### src/rtl/mul_seq_ctrl.sv
// Multi-cycle radix-2 shift-add MUL sequencer beside the EX ALU; stalls the pipeline until the low XLEN product bits are ready.
// Optional MUL_SEQ_EARLY_EXIT_EN: leave BUSY as soon as the remaining multiplier bits are all zero.
`ifndef MUL_FUNCT3
`define MUL_FUNCT3 3'b110
`endif
`ifndef ADD_FUNCT3
`define ADD_FUNCT3 3'b000
`endif

module mul_seq_ctrl #(
  parameter int XLEN = 32
) (
  input  logic            clk,
  input  logic            rst_n,
  input  logic            ex_valid,
  input  logic [2:0]      alu_control,
  input  logic [XLEN-1:0] src_a,
  input  logic [XLEN-1:0] src_b,
  input  logic            flush,
  output logic            stall,
  output logic            mul_busy,
  output logic            mul_done,
  output logic [XLEN-1:0] mul_result
);

  localparam int CW = $clog2(XLEN) + 1;

  typedef enum logic [1:0] {IDLE, BUSY, DONE} state_t;

  state_t          state_q, state_d;
  logic [CW-1:0]   count_q;
  logic [XLEN-1:0] acc_q, a_sh_q, b_sh_q, mul_result_q;
  logic            mul_busy_q, mul_done_q;
  logic            start, last_step;
  logic [XLEN-1:0] acc_step;

  assign start = ex_valid & (alu_control == `MUL_FUNCT3) & ~flush;

`ifdef MUL_SEQ_EARLY_EXIT_EN
  // No multiplier bits left after this step means no further adds can change acc.
  assign last_step = (count_q == CW'(XLEN - 1)) || ((b_sh_q >> 1) == '0);
`else
  assign last_step = (count_q == CW'(XLEN - 1));
`endif

  assign acc_step = b_sh_q[0] ? (acc_q + a_sh_q) : acc_q;

  always_ff @(posedge clk or negedge rst_n) begin
    if (!rst_n) begin
      state_q <= IDLE;
    end else begin
      state_q <= state_d;
    end
  end

  always_comb begin
    state_d = state_q;
    case (state_q)
      IDLE: begin
        if (start) state_d = BUSY;
      end
      BUSY: begin
        if (flush)          state_d = IDLE;
        else if (last_step) state_d = DONE;
      end
      DONE:    state_d = IDLE;
      default: state_d = IDLE;
    endcase
  end

  always_comb begin
    stall = 1'b0;
    case (state_q)
      IDLE:    stall = start;
      BUSY:    stall = ~flush;
      DONE:    stall = 1'b0;
      default: stall = 1'b0;
    endcase
  end

  always_ff @(posedge clk or negedge rst_n) begin
    if (!rst_n) begin
      count_q      <= '0;
      acc_q        <= '0;
      a_sh_q       <= '0;
      b_sh_q       <= '0;
      mul_result_q <= '0;
      mul_busy_q   <= 1'b0;
      mul_done_q   <= 1'b0;
    end else begin
      mul_busy_q <= (state_d == BUSY);
      mul_done_q <= (state_d == DONE);
      case (state_q)
        IDLE: begin
          if (start) begin
            a_sh_q  <= src_a;
            b_sh_q  <= src_b;
            acc_q   <= '0;
            count_q <= '0;
          end
        end
        BUSY: begin
          if (!flush) begin
            acc_q   <= acc_step;
            a_sh_q  <= a_sh_q << 1;
            b_sh_q  <= b_sh_q >> 1;
            count_q <= count_q + 1'b1;
            if (last_step) mul_result_q <= acc_step;
          end
        end
        default: ;
      endcase
    end
  end

  assign mul_busy   = mul_busy_q;
  assign mul_done   = mul_done_q;
  assign mul_result = mul_result_q;

endmodule

### config.mk
export PLATFORM = sky130hd
export DESIGN_NAME = mul_seq_ctrl
export DESIGN_NICKNAME = d
export VERILOG_FILES = /design/src/rtl/mul_seq_ctrl.sv
export SDC_FILE = /design/constraint.sdc
export NUM_CORES = 1
export LEC_CHECK = 0
export ABC_AREA = 1
export BUFFER_PORTS_ARGS = -buffer_cell sky130_fd_sc_hd__buf_4
export CAP_MARGIN = 5
export CORE_MARGIN = 8
export CORE_UTILIZATION = 35
export DETAILED_ROUTE_END_ITERATION = 8
export GPL_ROUTABILITY_DRIVEN = 1
export PLACE_DENSITY = 0.65
export SYNTH_ARGS = -nofsm -noshare
export SYNTH_HDL_FRONTEND = slang
export SYNTH_SLANG_ARGS = --single-unit
### constraint.sdc
create_clock -name clk -period 5.3 [get_ports clk]
set_clock_uncertainty 0.2 [all_clocks]
set_input_delay 0.53 -clock clk [delete_from_list [all_inputs] [get_ports clk]]
set_output_delay 0.53 -clock clk [all_outputs]
set_load 0.005 [all_outputs]
==> results.rst, run 1 <==
.. list-table::
   :header-rows: 1

   * - Metric
     - Value
   * - Run status
     - finished, violations left
   * - Violations in the final reports
     - negative hold slack
   * - Die height
     - 170 microns
   * - Final sum of negative setup slack
     - 0 ps
   * - Total stage count of the critical path
     - 6
   * - Cell type group with the largest total delay on the critical path
     - buffers and inverters
   * - Quantity of gates resized following cts
     - 0
   * - Setup repair bufs after CTS
     - 0
   * - Most common cell in the synthesized netlist
     - sky130_fd_sc_hd__nand2_1
   * - Net switching power figure
     - 1.73 mW
   * - Aggregate global-route resource usage
     - 16.3%
   * - Deepest level of the CTS H-tree
     - 4
   * - Sum of internal, switching and leakage power
     - 4.33 mW
   * - Total number of clock tree sinks
     - 138
   * - Worst slew margin
     - 38.8%
   * - Total of endpoints with negative setup slack in the final report
     - 0
   * - Internal power of the cells
     - 2.60 mW
   * - Slack of the worst reg-to-reg path
     - 1890 ps
   * - Fraction of final layout cells with drive strength greater than 1
     - 13.1%
   * - Type of the worst setup path
     - flip-flop to primary output
   * - Worst min-delay path category
     - input port to asynchronous set/reset pin
   * - Switching power share of the total
     - 40.0%
   * - Critical register-to-register path endpoint
     - a_sh_q[1]
   * - CTS buffer count
     - 17
   * - Stage delay of the slowest cell on the critical path
     - 600 ps
   * - Beginning of the critical path
     - state_q[1]
   * - Area delta synth->final
     - 19.3%
   * - Final routed DRC violation total
     - 0
   * - Final std cells w/o fill
     - 1600
   * - Worst-path fanout max
     - 44
   * - Minimum period implied by the final worst setup slack
     - 3450 ps
   * - First-pass GRT wire length
     - 38.1 mm
   * - Share of the yosys chip area belonging to registers
     - 41.5%
   * - Number of core rows
     - 56
   * - Top cells by area in the synthesized netlist
     - sky130_fd_sc_hd__dfrtp_1 (41%), sky130_fd_sc_hd__nand2_1 (21%), sky130_fd_sc_hd__inv_1 (7.8%), sky130_fd_sc_hd__nand3_1 (7.0%), sky130_fd_sc_hd__ha_1 (4.8%)
   * - Post-place instance area
     - 9370 sq um
   * - Placeable core area
     - 23400 sq um
   * - Initial Utilization
     - 35.6%
   * - Cells along the critical path
     - nor2_4 > inv_2 > nor2_4 > inv_2 > nand2_2 > buf_4
   * - Syn avg cell area
     - 7.06 sq um
   * - Combinational share of power
     - 38.5%
   * - Number of DRC violations after detailed-routing iteration 0
     - 415
   * - Max Fclk
     - 290 MHz
   * - Total overflow reported by the global router
     - 0
   * - Worst reg2reg path startpoint
     - state_q[1]
   * - Number of hold-repair buffers added at the cts stage
     - 0
   * - Die outline area
     - 29000 sq um
   * - Post-Route WL
     - 22.5 mm
   * - Library cell occupying the most area in the post-synthesis netlist
     - sky130_fd_sc_hd__dfrtp_1
   * - First drt pass iteration count
     - 5
   * - Post-synth cell types
     - 36
   * - Critical path capture point type
     - primary output
   * - Most used DFF post-synth
     - sky130_fd_sc_hd__dfrtp_1
   * - Antenna Cells
     - 0
   * - Fin crit share
     - 65.1%
   * - Measured slew at the worst slew-check pin
     - 918 ps
   * - Smallest hold slack
     - -29.6 ps
   * - Max Transition Viols Final
     - 0
   * - Top post-synthesis cells by count
     - sky130_fd_sc_hd__nand2_1 (461), sky130_fd_sc_hd__inv_1 (174), sky130_fd_sc_hd__dfrtp_1 (138)
   * - Hpwl dp
     - 16.1 mm
   * - Antenna violations before repair
     - 0
   * - #FFs+latches synth
     - 138
   * - Yosys warning total
     - 0
   * - Power density relative to cell area
     - 436 nW/um^2
   * - Cell count of the worst reg-to-reg path
     - 8
   * - Static leakage
     - 5.43 nW
   * - Worst Setup EP
     - stall
   * - Share of power burned in the clock network
     - 27.0%
   * - Final net count
     - 1373
   * - Vias in the first global route
     - 7666
   * - Async set-reset flop share out of synthesis
     - 100%
   * - Number of antenna-violating nets in the routed design
     - 0
   * - Wire length per cell after detailed routing
     - 14.1 microns
   * - Number of maximum-capacitance constraint violations
     - 0
   * - Area of all placed cells without fillers
     - 9930 sq um
   * - Via count
     - 7518
   * - Via-to-Cell Ratio
     - 4.70
   * - Number of I/O pins
     - 106
   * - Clock input transition at the sequential cells of the worst setup and hold paths
     - 60 ps
   * - Buffers plus inverters on the worst setup path
     - 3
   * - Post-synthesis instance total
     - 1180
   * - CP max stage cell
     - sky130_fd_sc_hd__nand2_2
   * - TritonCTS clock tree
     - done
   * - Synthesized net count
     - 1284
   * - Number of input and output port buffers inserted
     - 105
   * - Netlist area before placement
     - 8330 sq um
   * - Max Root-Sink Buffers
     - 2
   * - Max IR drop VDD
     - 0.225 mV
   * - Width of the die
     - 170 microns
   * - Share of the synthesized area in the top cell type
     - 41.5%
   * - Maximum number of pins on one net before global-route repair
     - 91
   * - Number of synthesized flops with an enable pin
     - 0
   * - Endpoints failing hold
     - 37
   * - Sequential group share of total power
     - 34.6%
   * - Worst EP required
     - 4570 ps
   * - Setup repair after global routing missed its margin
     - false
   * - Routability Congestion
     - 0.869
   * - # placed instances
     - 1569
   * - Insertion delay of the later-clocked pin in the worst-skew pair
     - 430 ps
   * - Clk root buf
     - sky130_fd_sc_hd__clkbuf_16
   * - Worst path arrival time
     - 2720 ps
   * - Critical path startpoint category
     - flip-flop
power by group through the flow:
stage	logic (mW)	registers, mW	clock network (mW)
finish	1.67	1.49	1.17
global route	1.92	1.53	1.23
CTS	1.67	1.49	1.19
detailed placement	1.66	1.51	0
global placement	1.62	1.50	0
floorplan	1.29	1.45	0
flip-flops by register name (all words and copies together) (netlist names):
name / count
mul_busy: 1
mul_done: 1
mul_result: 32
a_sh_q: 32
count_q: 6
b_sh_q: 32
acc_q: 32
state_q: 2
per-stage QoR:
stage	hold slack, ps	setup slack, ps	util (%)
final	-29.6	1850	42.5
after global routing	66.4	1640	42.5
after CTS	22.5	1830	42.5
after detailed placement	269	1910	40.0
after global placement	268	2060	40.0
after floorplan	34.4	3180	-
cells by family (layout without fill, tap and decap cells):
group	after synthesis	in the layout	share of synthesized area [%]
AO/OA/AOI/OAI	112	112	8.74
XOR/XNOR	16	16	1.68
adder cells (fa/ha/maj)	33	33	5.05
buffers and inverters	222	323	10.6
flip-flops	138	138	41.5
AND/OR/NAND/NOR	659	659	32.5
how the worst min path moves through the flow:
stage | slack [ps] | cells past startpoint | end
floorplan | 30 | 0 | a_sh_q[0]
global placement | 270 | 2 | mul_result[21]
detailed placement | 270 | 2 | mul_result[10]
CTS | 20 | 1 | mul_result[12]
global route | 70 | 1 | mul_result[12]
finish | -30 | 1 | mul_result[12]
placed cells by master, fill, tap and decap left out, types with 2 or more instances in the layout:
cell type	instances
sky130_fd_sc_hd__o21ai_1	6
sky130_fd_sc_hd__dfrtp_1	138
sky130_fd_sc_hd__inv_6	5
sky130_fd_sc_hd__a31oi_1	7
sky130_fd_sc_hd__or2_2	15
sky130_fd_sc_hd__clkinvlp_4	5
sky130_fd_sc_hd__o21bai_1	3
sky130_fd_sc_hd__inv_2	7
sky130_fd_sc_hd__ha_1	32
sky130_fd_sc_hd__clkinv_4	2
sky130_fd_sc_hd__o22ai_1	7
sky130_fd_sc_hd__nor3_1	4
sky130_fd_sc_hd__a21oi_1	22
sky130_fd_sc_hd__o211ai_1	5
sky130_fd_sc_hd__nand2_1	461
sky130_fd_sc_hd__nor2_4	2
sky130_fd_sc_hd__o21ai_0	26
sky130_fd_sc_hd__nand3_1	116
sky130_fd_sc_hd__clkbuf_16	17
sky130_fd_sc_hd__o221ai_1	31
sky130_fd_sc_hd__nor2_1	51
sky130_fd_sc_hd__inv_1	174
sky130_fd_sc_hd__nand4_1	5
sky130_fd_sc_hd__xor2_1	6
sky130_fd_sc_hd__a211oi_1	2
sky130_fd_sc_hd__xnor2_1	10
sky130_fd_sc_hd__buf_4	110
metal layers:
layer	routed length, microns	global-route usage [%]	vias up
li1	-	-	3912
met1	11300	22.0	3433
met2	10100	26.1	153
met3	810	2.83	20
met4	291	4.96	0
met5	0	0	-
cell type report:
| cell class | count | area (sq um) |
|---|---|---|
| tap | 319 | 399 |
| inverter | 181 | 679 |
| sequential | 138 | 3450 |
| timing repair buffer | 111 | 837 |
| multi-input combinational | 820 | 4000 |
| clock buffer | 17 | 425 |
| fill | 2444 | 13500 |
| clock inverter | 14 | 140 |
Power figures use the tool's default switching activity.
==> run 2: changes to the inputs <==
--- a/config.mk
+++ b/config.mk
@@ -5,7 +5,7 @@
 export SDC_FILE = /design/constraint.sdc
 export NUM_CORES = 1
 export LEC_CHECK = 0
-export ABC_AREA = 1
+export ABC_AREA = 0
 export BUFFER_PORTS_ARGS = -buffer_cell sky130_fd_sc_hd__buf_4
 export CAP_MARGIN = 5
 export CORE_MARGIN = 8
==> constraint.sdc (replaced) <==
create_clock -name clk -period 3.4 [get_ports clk]
set_clock_uncertainty 0.2 [all_clocks]
set_input_delay 0.34 -clock clk [delete_from_list [all_inputs] [get_ports clk]]
set_output_delay 0.34 -clock clk [all_outputs]
set_load 0.005 [all_outputs]
==> run 2 against run 1 <==
Effect of this change: the flow now finishes without violations; non-clock buffer count rose by 72; clock power rose by 52%; wire length is 8.5% lower; sequential power up 47%; critical path type is now flip-flop to flip-flop; highest routed layer unchanged.
==> results.rst, run 2 <==
.. list-table::
   :header-rows: 1

   * - Metric
     - Value
   * - CP max stage cell
     - sky130_fd_sc_hd__fa_1
   * - Most used DFF post-synth
     - sky130_fd_sc_hd__dfrtp_1
   * - Clk root buf
     - sky130_fd_sc_hd__clkbuf_16
   * - Worst EP required
     - 3520 ps
   * - Hpwl dp
     - 13.9 mm
   * - Aggregate global-route resource usage
     - 16.1%
   * - Number of I/O pins
     - 106
   * - Internal power of the cells
     - 3.60 mW
   * - Syn avg cell area
     - 9.18 sq um
   * - Total overflow reported by the global router
     - 0
   * - Type of the worst setup path
     - flip-flop to flip-flop
   * - Total of endpoints with negative setup slack in the final report
     - 0
   * - Number of input and output port buffers inserted
     - 105
   * - Netlist area before placement
     - 7450 sq um
   * - Critical register-to-register path endpoint
     - mul_result[28]
   * - Routability Congestion
     - 0.879
   * - Via-to-Cell Ratio
     - 5.19
   * - Post-synthesis instance total
     - 812
   * - Antenna Cells
     - 0
   * - Yosys warning total
     - 0
   * - Width of the die
     - 162 microns
   * - Most common cell in the synthesized netlist
     - sky130_fd_sc_hd__nand2_1
   * - Total number of clock tree sinks
     - 138
   * - First drt pass iteration count
     - 5
   * - Core utilization of the finished layout
     - 46.4%
   * - Setup repair after global routing missed its margin
     - false
   * - Critical path capture point type
     - flip-flop
   * - Insertion delay of the later-clocked pin in the worst-skew pair
     - 430 ps
   * - Max Root-Sink Buffers
     - 2
   * - Die outline area
     - 26200 sq um
   * - FILL cells
     - 2013
   * - Synthesized net count
     - 916
   * - First-pass GRT wire length
     - 34.3 mm
   * - Min-Delay Endpoint
     - b_sh_q[8]
   * - Combinational share of power
     - 29.2%
   * - Post-Route WL
     - 20.6 mm
   * - Post-place instance area
     - 8500 sq um
   * - Number of core rows
     - 53
   * - Worst min-delay path category
     - input port to flip-flop
   * - Net switching power figure
     - 2.01 mW
   * - Via count
     - 6519
   * - Number of synthesized flops with an enable pin
     - 0
   * - Final routed DRC violation total
     - 0
   * - Vias in the first global route
     - 6721
   * - Async set-reset flop share out of synthesis
     - 100%
   * - Top cells by area in the synthesized netlist
     - sky130_fd_sc_hd__dfrtp_1 (46%), sky130_fd_sc_hd__nand2_1 (9.9%), sky130_fd_sc_hd__a22oi_1 (5.5%), sky130_fd_sc_hd__ha_1 (5.4%), sky130_fd_sc_hd__a21oi_1 (3.6%)
   * - Antenna violations before repair
     - 0
   * - Number of maximum-capacitance constraint violations
     - 0
   * - Number of antenna-violating nets in the routed design
     - 0
   * - Critical path startpoint category
     - flip-flop
   * - Fraction of final layout cells with drive strength greater than 1
     - 16.6%
   * - Buffers plus inverters on the worst setup path
     - 0
   * - Slack of the worst reg-to-reg path
     - 200 ps
   * - Maximum number of pins on one net before global-route repair
     - 71
   * - Initial Utilization
     - 35.6%
   * - Share of the synthesized area in the top cell type
     - 46.3%
   * - Commonest non-fill, non-tap cells in the layout
     - sky130_fd_sc_hd__nand2_1 (196), sky130_fd_sc_hd__dfrtp_1 (138), sky130_fd_sc_hd__buf_4 (116), sky130_fd_sc_hd__dlygate4sd3_1 (65), sky130_fd_sc_hd__a22oi_1 (55)
   * - TritonCTS clock tree
     - done
   * - CTS buffer count
     - 17
   * - Cell count of the worst reg-to-reg path
     - 11
   * - Static leakage
     - 4.83 nW
   * - Cell type group with the largest total delay on the critical path
     - compound AO/OA/AOI/OAI gates
   * - Number of DRC violations after detailed-routing iteration 0
     - 389
   * - Switching power share of the total
     - 35.9%
   * - Worst path arrival time
     - 3310 ps
   * - Share of power burned in the clock network
     - 31.7%
   * - Stage delay of the slowest cell on the critical path
     - 420 ps
   * - Post-synth cell types
     - 61
   * - Max Fclk
     - 313 MHz
   * - Final sum of negative setup slack
     - 0 ps
   * - Final net count
     - 1072
   * - Multi-input gate area
     - 3770 sq um
   * - Top post-synthesis cells by count
     - sky130_fd_sc_hd__nand2_1 (197), sky130_fd_sc_hd__dfrtp_1 (138), sky130_fd_sc_hd__a22oi_1 (55)
   * - Deepest level of the CTS H-tree
     - 4
   * - #FFs+latches synth
     - 138
   * - Sequential group share of total power
     - 39.1%
   * - Setup repair bufs after CTS
     - 0
   * - Endpoints failing hold
     - 0
   * - Clock input transition at the sequential cells of the worst setup and hold paths
     - 70 ps
   * - Storage cell area
     - 3450 sq um
   * - Cell depth of the worst hold path
     - 4
   * - Run status
     - finished, final reports clean
   * - Area of all placed cells without fillers
     - 9720 sq um
   * - Placeable core area
     - 21000 sq um
   * - Max Transition Viols Final
     - 0
   * - Max IR drop VDD
     - 0.317 mV
   * - Worst slew margin
     - 39.7%
   * - Power density relative to cell area
     - 578 nW/um^2
   * - Start point of the worst hold path
     - flush
   * - Cells along the critical path
     - ha_1 > fa_1 > a21oi_2 > o211ai_1 > a211o_1 > o22ai_2 > o31ai_1 > a21o_1 > a311oi_2 > mux2i_1 > nand2_1
   * - Library cell occupying the most area in the post-synthesis netlist
     - sky130_fd_sc_hd__dfrtp_1
   * - Wire length per cell after detailed routing
     - 16.4 microns
   * - Die height
     - 162 microns
   * - Measured slew at the worst slew-check pin
     - 901 ps
   * - Fin crit share
     - 94.0%
   * - Worst-path fanout max
     - 3
   * - Area delta synth->final
     - 30.4%
   * - Leading cell type in the layout, fill and taps excluded
     - sky130_fd_sc_hd__nand2_1
   * - Minimum period implied by the final worst setup slack
     - 3200 ps
   * - Worst reg2reg path startpoint
     - acc_q[0]
   * - Share of the yosys chip area belonging to registers
     - 46.3%
[run 2: per-stage QoR]
step / power (mW) / instances / hold slack, ps / setup slack (ps)
3_3_place_gp: 3.75 / 1159 / 69.7 / 170
5_1_grt: 5.96 / 1256 / 198 / 21.6
4_1_cts: 5.65 / 1256 / 162 / 70.6
3_5_place_dp: 3.78 / 1159 / 69.0 / 85.2
2_1_floorplan: 3.36 / 812 / -156 / 409
6_report: 5.61 / 1256 / 172 / 205
[run 2: final cells by class]
type / instances / area share [%]
Clock buffer: 17 / 4.38
Sequential cell: 138 / 35.5
Timing Repair Buffer: 183 / 16.0
Clock inverter: 15 / 1.31
Inverter: 11 / 0.425
Tap cell: 275 / 3.54
Multi-Input combinational cell: 617 / 38.8
[run 2: how the worst max path moves through the flow]
stage | slack, ps | startpoint | cells after the start | endpoint
6_report | 200 | acc_q[0] | 11 | mul_result[28]
5_1_grt | 20 | acc_q[0] | 11 | mul_result[28]
4_1_cts | 70 | acc_q[0] | 11 | mul_result[28]
3_5_place_dp | 90 | acc_q[0] | 11 | acc_q[28]
3_3_place_gp | 170 | acc_q[0] | 11 | mul_result[28]
2_1_floorplan | 410 | acc_q[0] | 11 | mul_result[28]
[run 2: worst reg2reg max path: stages (launching register included)]
cell                       delay, ps
sky130_fd_sc_hd__dfrtp_1         390
sky130_fd_sc_hd__ha_1            230
sky130_fd_sc_hd__fa_1            420
sky130_fd_sc_hd__a21oi_2         180
sky130_fd_sc_hd__o211ai_1        180
sky130_fd_sc_hd__a211o_1         350
sky130_fd_sc_hd__o22ai_2         190
sky130_fd_sc_hd__o31ai_1         100
sky130_fd_sc_hd__a21o_1          200
sky130_fd_sc_hd__a311oi_2        350
sky130_fd_sc_hd__mux2i_1         230
sky130_fd_sc_hd__nand2_1          70
[run 2: logic make-up (layout without fill, tap and decap cells)]
family	after synthesis	count (layout)	synth area share (%)
DFF	138	138	46.3
and+or+nand+nor	284	284	15.9
buffers and inverters	57	226	3.49
xor gates and xnor gates	29	29	3.41
AOI/OAI and AO/OA	255	255	23.1
muxes	16	16	2.15
adders and majority gates	33	33	5.64
[run 2: power by group through the flow]
stage | registers (mW) | logic, mW | clock network [mW]
after floorplan | 2.13 | 1.23 | 0
after global placement | 2.21 | 1.54 | 0
after detailed placement | 2.22 | 1.56 | 0
after CTS | 2.19 | 1.63 | 1.82
after global routing | 2.24 | 1.83 | 1.89
final | 2.19 | 1.64 | 1.78
[run 2: metal layers]
| metal | global-route usage [%] | wire, microns |
|---|---|---|
| met1 | 20.3 | 9580 |
| met4 | 5.05 | 352 |
| met2 | 26.5 | 9710 |
| met5 | 0 | 0 |
| met3 | 4.20 | 993 |
[run 2: repair_timing]
| action | CTS | global route |
|---|---|---|
| endpoints found under the hold margin | 100 | 0 |
| hold buffers | 65 | 0 |
| resized for setup | 0 | 2 |
| endpoints found under the setup margin | 0 | 2 |
==> run 3: changes to the inputs <==
==> constraint.sdc (replaced) <==
create_clock -name clk -period 3.9 [get_ports clk]
set_clock_uncertainty 0.2 [all_clocks]
set_input_delay 0.39 -clock clk [delete_from_list [all_inputs] [get_ports clk]]
set_output_delay 0.39 -clock clk [all_outputs]
set_load 0.005 [all_outputs]
==> run 3 against run 2 <==
Effect of this change: non-clock buffer count fell by 13; flip-flop and latch count unchanged; clock power down 8%; die area unchanged; setup slack improved by 350 ps; via count shrank 0.26%; maximum frequency is 4.6% lower; combinational power down 13%; utilization fell by 0.49 points; sequential share of layout area up 0.38 points.
==> results.rst, run 3 (synthesis results as in run 2) <==
.. list-table::
   :header-rows: 1

   * - Metric
     - Value
   * - Placeable core area
     - 21000 sq um
   * - Worst EP required
     - 4010 ps
   * - Final sum of negative setup slack
     - 0 ps
   * - Hpwl dp
     - 13.7 mm
   * - Run status
     - finished, final reports clean
   * - Width of the die
     - 162 microns
   * - Wire length per cell after detailed routing
     - 16.2 microns
   * - Final net count
     - 1059
   * - Type of the worst setup path
     - flip-flop to flip-flop
   * - Post-Route WL
     - 20.1 mm
   * - Number of I/O pins
     - 106
   * - Commonest non-fill, non-tap cells in the layout
     - sky130_fd_sc_hd__nand2_1 (196), sky130_fd_sc_hd__dfrtp_1 (138), sky130_fd_sc_hd__buf_4 (114), sky130_fd_sc_hd__a22oi_1 (55), sky130_fd_sc_hd__dlygate4sd3_1 (54)
   * - Via count
     - 6502
   * - Minimum period implied by the final worst setup slack
     - 3350 ps
   * - Worst slew margin
     - 41.5%
   * - Final routed DRC violation total
     - 0
   * - Cell count of the worst reg-to-reg path
     - 11
   * - Max IR drop VDD
     - 0.266 mV
   * - Die height
     - 162 microns
   * - Power density relative to cell area
     - 516 nW/um^2
   * - Antenna violations before repair
     - 0
   * - Fin crit share
     - 85.8%
   * - Worst path arrival time
     - 3460 ps
   * - Total number of clock tree sinks
     - 138
   * - Antenna Cells
     - 0
   * - Leading cell type in the layout, fill and taps excluded
     - sky130_fd_sc_hd__nand2_1
   * - Number of core rows
     - 53
   * - Post-place instance area
     - 8490 sq um
   * - Worst-path fanout max
     - 3
   * - Insertion delay of the later-clocked pin in the worst-skew pair
     - 430 ps
   * - Most heavily used metal layer in global routing
     - met2
   * - TritonCTS clock tree
     - done
   * - Routability Congestion
     - 0.878
   * - Measured slew at the worst slew-check pin
     - 874 ps
   * - Sum of internal, switching and leakage power
     - 4.96 mW
   * - Total of endpoints with negative setup slack in the final report
     - 0
   * - Endpoints failing hold
     - 0
   * - Routing usage on met3
     - 4.33%
   * - Setup repair bufs after CTS
     - 0
   * - Fraction of final layout cells with drive strength greater than 1
     - 16.3%
   * - Deepest level of the CTS H-tree
     - 4
   * - First-pass GRT wire length
     - 33.8 mm
   * - Slack of the worst reg-to-reg path
     - 550 ps
   * - Initial Utilization
     - 35.6%
   * - Worst min-delay path category
     - input port to flip-flop
   * - Global-route track usage on met2
     - 25.3%
   * - Number of input and output port buffers inserted
     - 105
   * - Number of DRC violations after detailed-routing iteration 0
     - 365
   * - Max Transition Viols Final
     - 0
   * - Critical path startpoint category
     - flip-flop
   * - Critical path capture point type
     - flip-flop
   * - Cell depth of the worst hold path
     - 3
   * - Max Root-Sink Buffers
     - 2
   * - Via-to-Cell Ratio
     - 5.23
   * - Maximum number of pins on one net before global-route repair
     - 91
   * - Max Fclk
     - 299 MHz
   * - Static leakage
     - 4.77 nW
   * - Number of antenna-violating nets in the routed design
     - 0
   * - CTS buffer count
     - 17
   * - Area delta synth->final
     - 29.0%
   * - Clock input transition at the sequential cells of the worst setup and hold paths
     - 60 ps
   * - First drt pass iteration count
     - 5
   * - Area of all placed cells without fillers
     - 9610 sq um
   * - Die outline area
     - 26200 sq um
   * - Clk root buf
     - sky130_fd_sc_hd__clkbuf_16
   * - Total overflow reported by the global router
     - 0
   * - Aggregate global-route resource usage
     - 15.8%
   * - Setup repair after global routing missed its margin
     - false
   * - Global routing usage on met1
     - 20.6%
   * - Number of maximum-capacitance constraint violations
     - 0
   * - Vias in the first global route
     - 6677
## run 3: cell types whose count changed in the layout (fill, tap and decap cells not counted), sizes merged
| cell | previous run | this run |
|---|---|---|
| bufinv | 0 | 1 |
| buf | 118 | 116 |
| clkinv | 4 | 5 |
| clkinvlp | 3 | 2 |
| inv | 19 | 17 |
| dlygate4sd3 | 65 | 54 |
| clkbuf | 17 | 18 |
## run 3: layout make-up
type	instances	area [sq um]
Tap cell	275	344
Clock buffer	18	429
Sequential cell	138	3450
Multi-Input combinational cell	617	3760
Timing Repair Buffer	170	1430
Inverter	11	41.3
Fill cell	1998	11300
Clock inverter	14	156
## run 3: path summary, 6_finish.rpt
kind	endpoint	start
worst max-delay path	mul_result[28]	acc_q[0]
worst min-delay path	a_sh_q[22]	src_a[22]
worst max register to register	mul_result[28]	acc_q[0]
worst min register to register	b_sh_q[3]	b_sh_q[3]
max in group asynchronous	mul_result[28]	rst_n
min in group asynchronous	mul_done	rst_n
## run 3: power by group
group	switching (mW)	total (mW)	internal, mW
clock network	0.718	1.63	0.910
logic	0.818	1.42	0.602
registers	0.219	1.91	1.69
total	1.76	4.96	3.20
## run 3: worst max-delay path, stage by stage, from the launching register on
cell	delay (ps)
sky130_fd_sc_hd__dfrtp_1	400
sky130_fd_sc_hd__ha_1	230
sky130_fd_sc_hd__fa_1	420
sky130_fd_sc_hd__a21oi_1	250
sky130_fd_sc_hd__o211ai_1	190
sky130_fd_sc_hd__a211o_1	350
sky130_fd_sc_hd__o22ai_1	230
sky130_fd_sc_hd__o31ai_1	100
sky130_fd_sc_hd__a21o_1	200
sky130_fd_sc_hd__a311oi_2	370
sky130_fd_sc_hd__mux2i_1	220
sky130_fd_sc_hd__nand2_1	60
## run 3: timing repair
action | CTS | global route
hold endpoints to repair | 142 | 0
gates resized for setup | 0 | 0
hold buffers | 54 | 0
## run 3: stage by stage
stage	utilization (%)	setup slack (ps)	cells	hold WS, ps
detailed placement	40.5	590	1157	264
floorplan	-	909	812	-106
finish	45.9	552	1243	10.4
global route	45.9	393	1243	3.94
CTS	45.9	579	1243	1.67
global placement	40.5	681	1157	259
## run 3: metal layers
metal | vias to the layer above | wire length (microns)
met5 | - | 0
met4 | 0 | 260
met3 | 21 | 1030
met2 | 169 | 9410
met1 | 3106 | 9430
li1 | 3206 | -
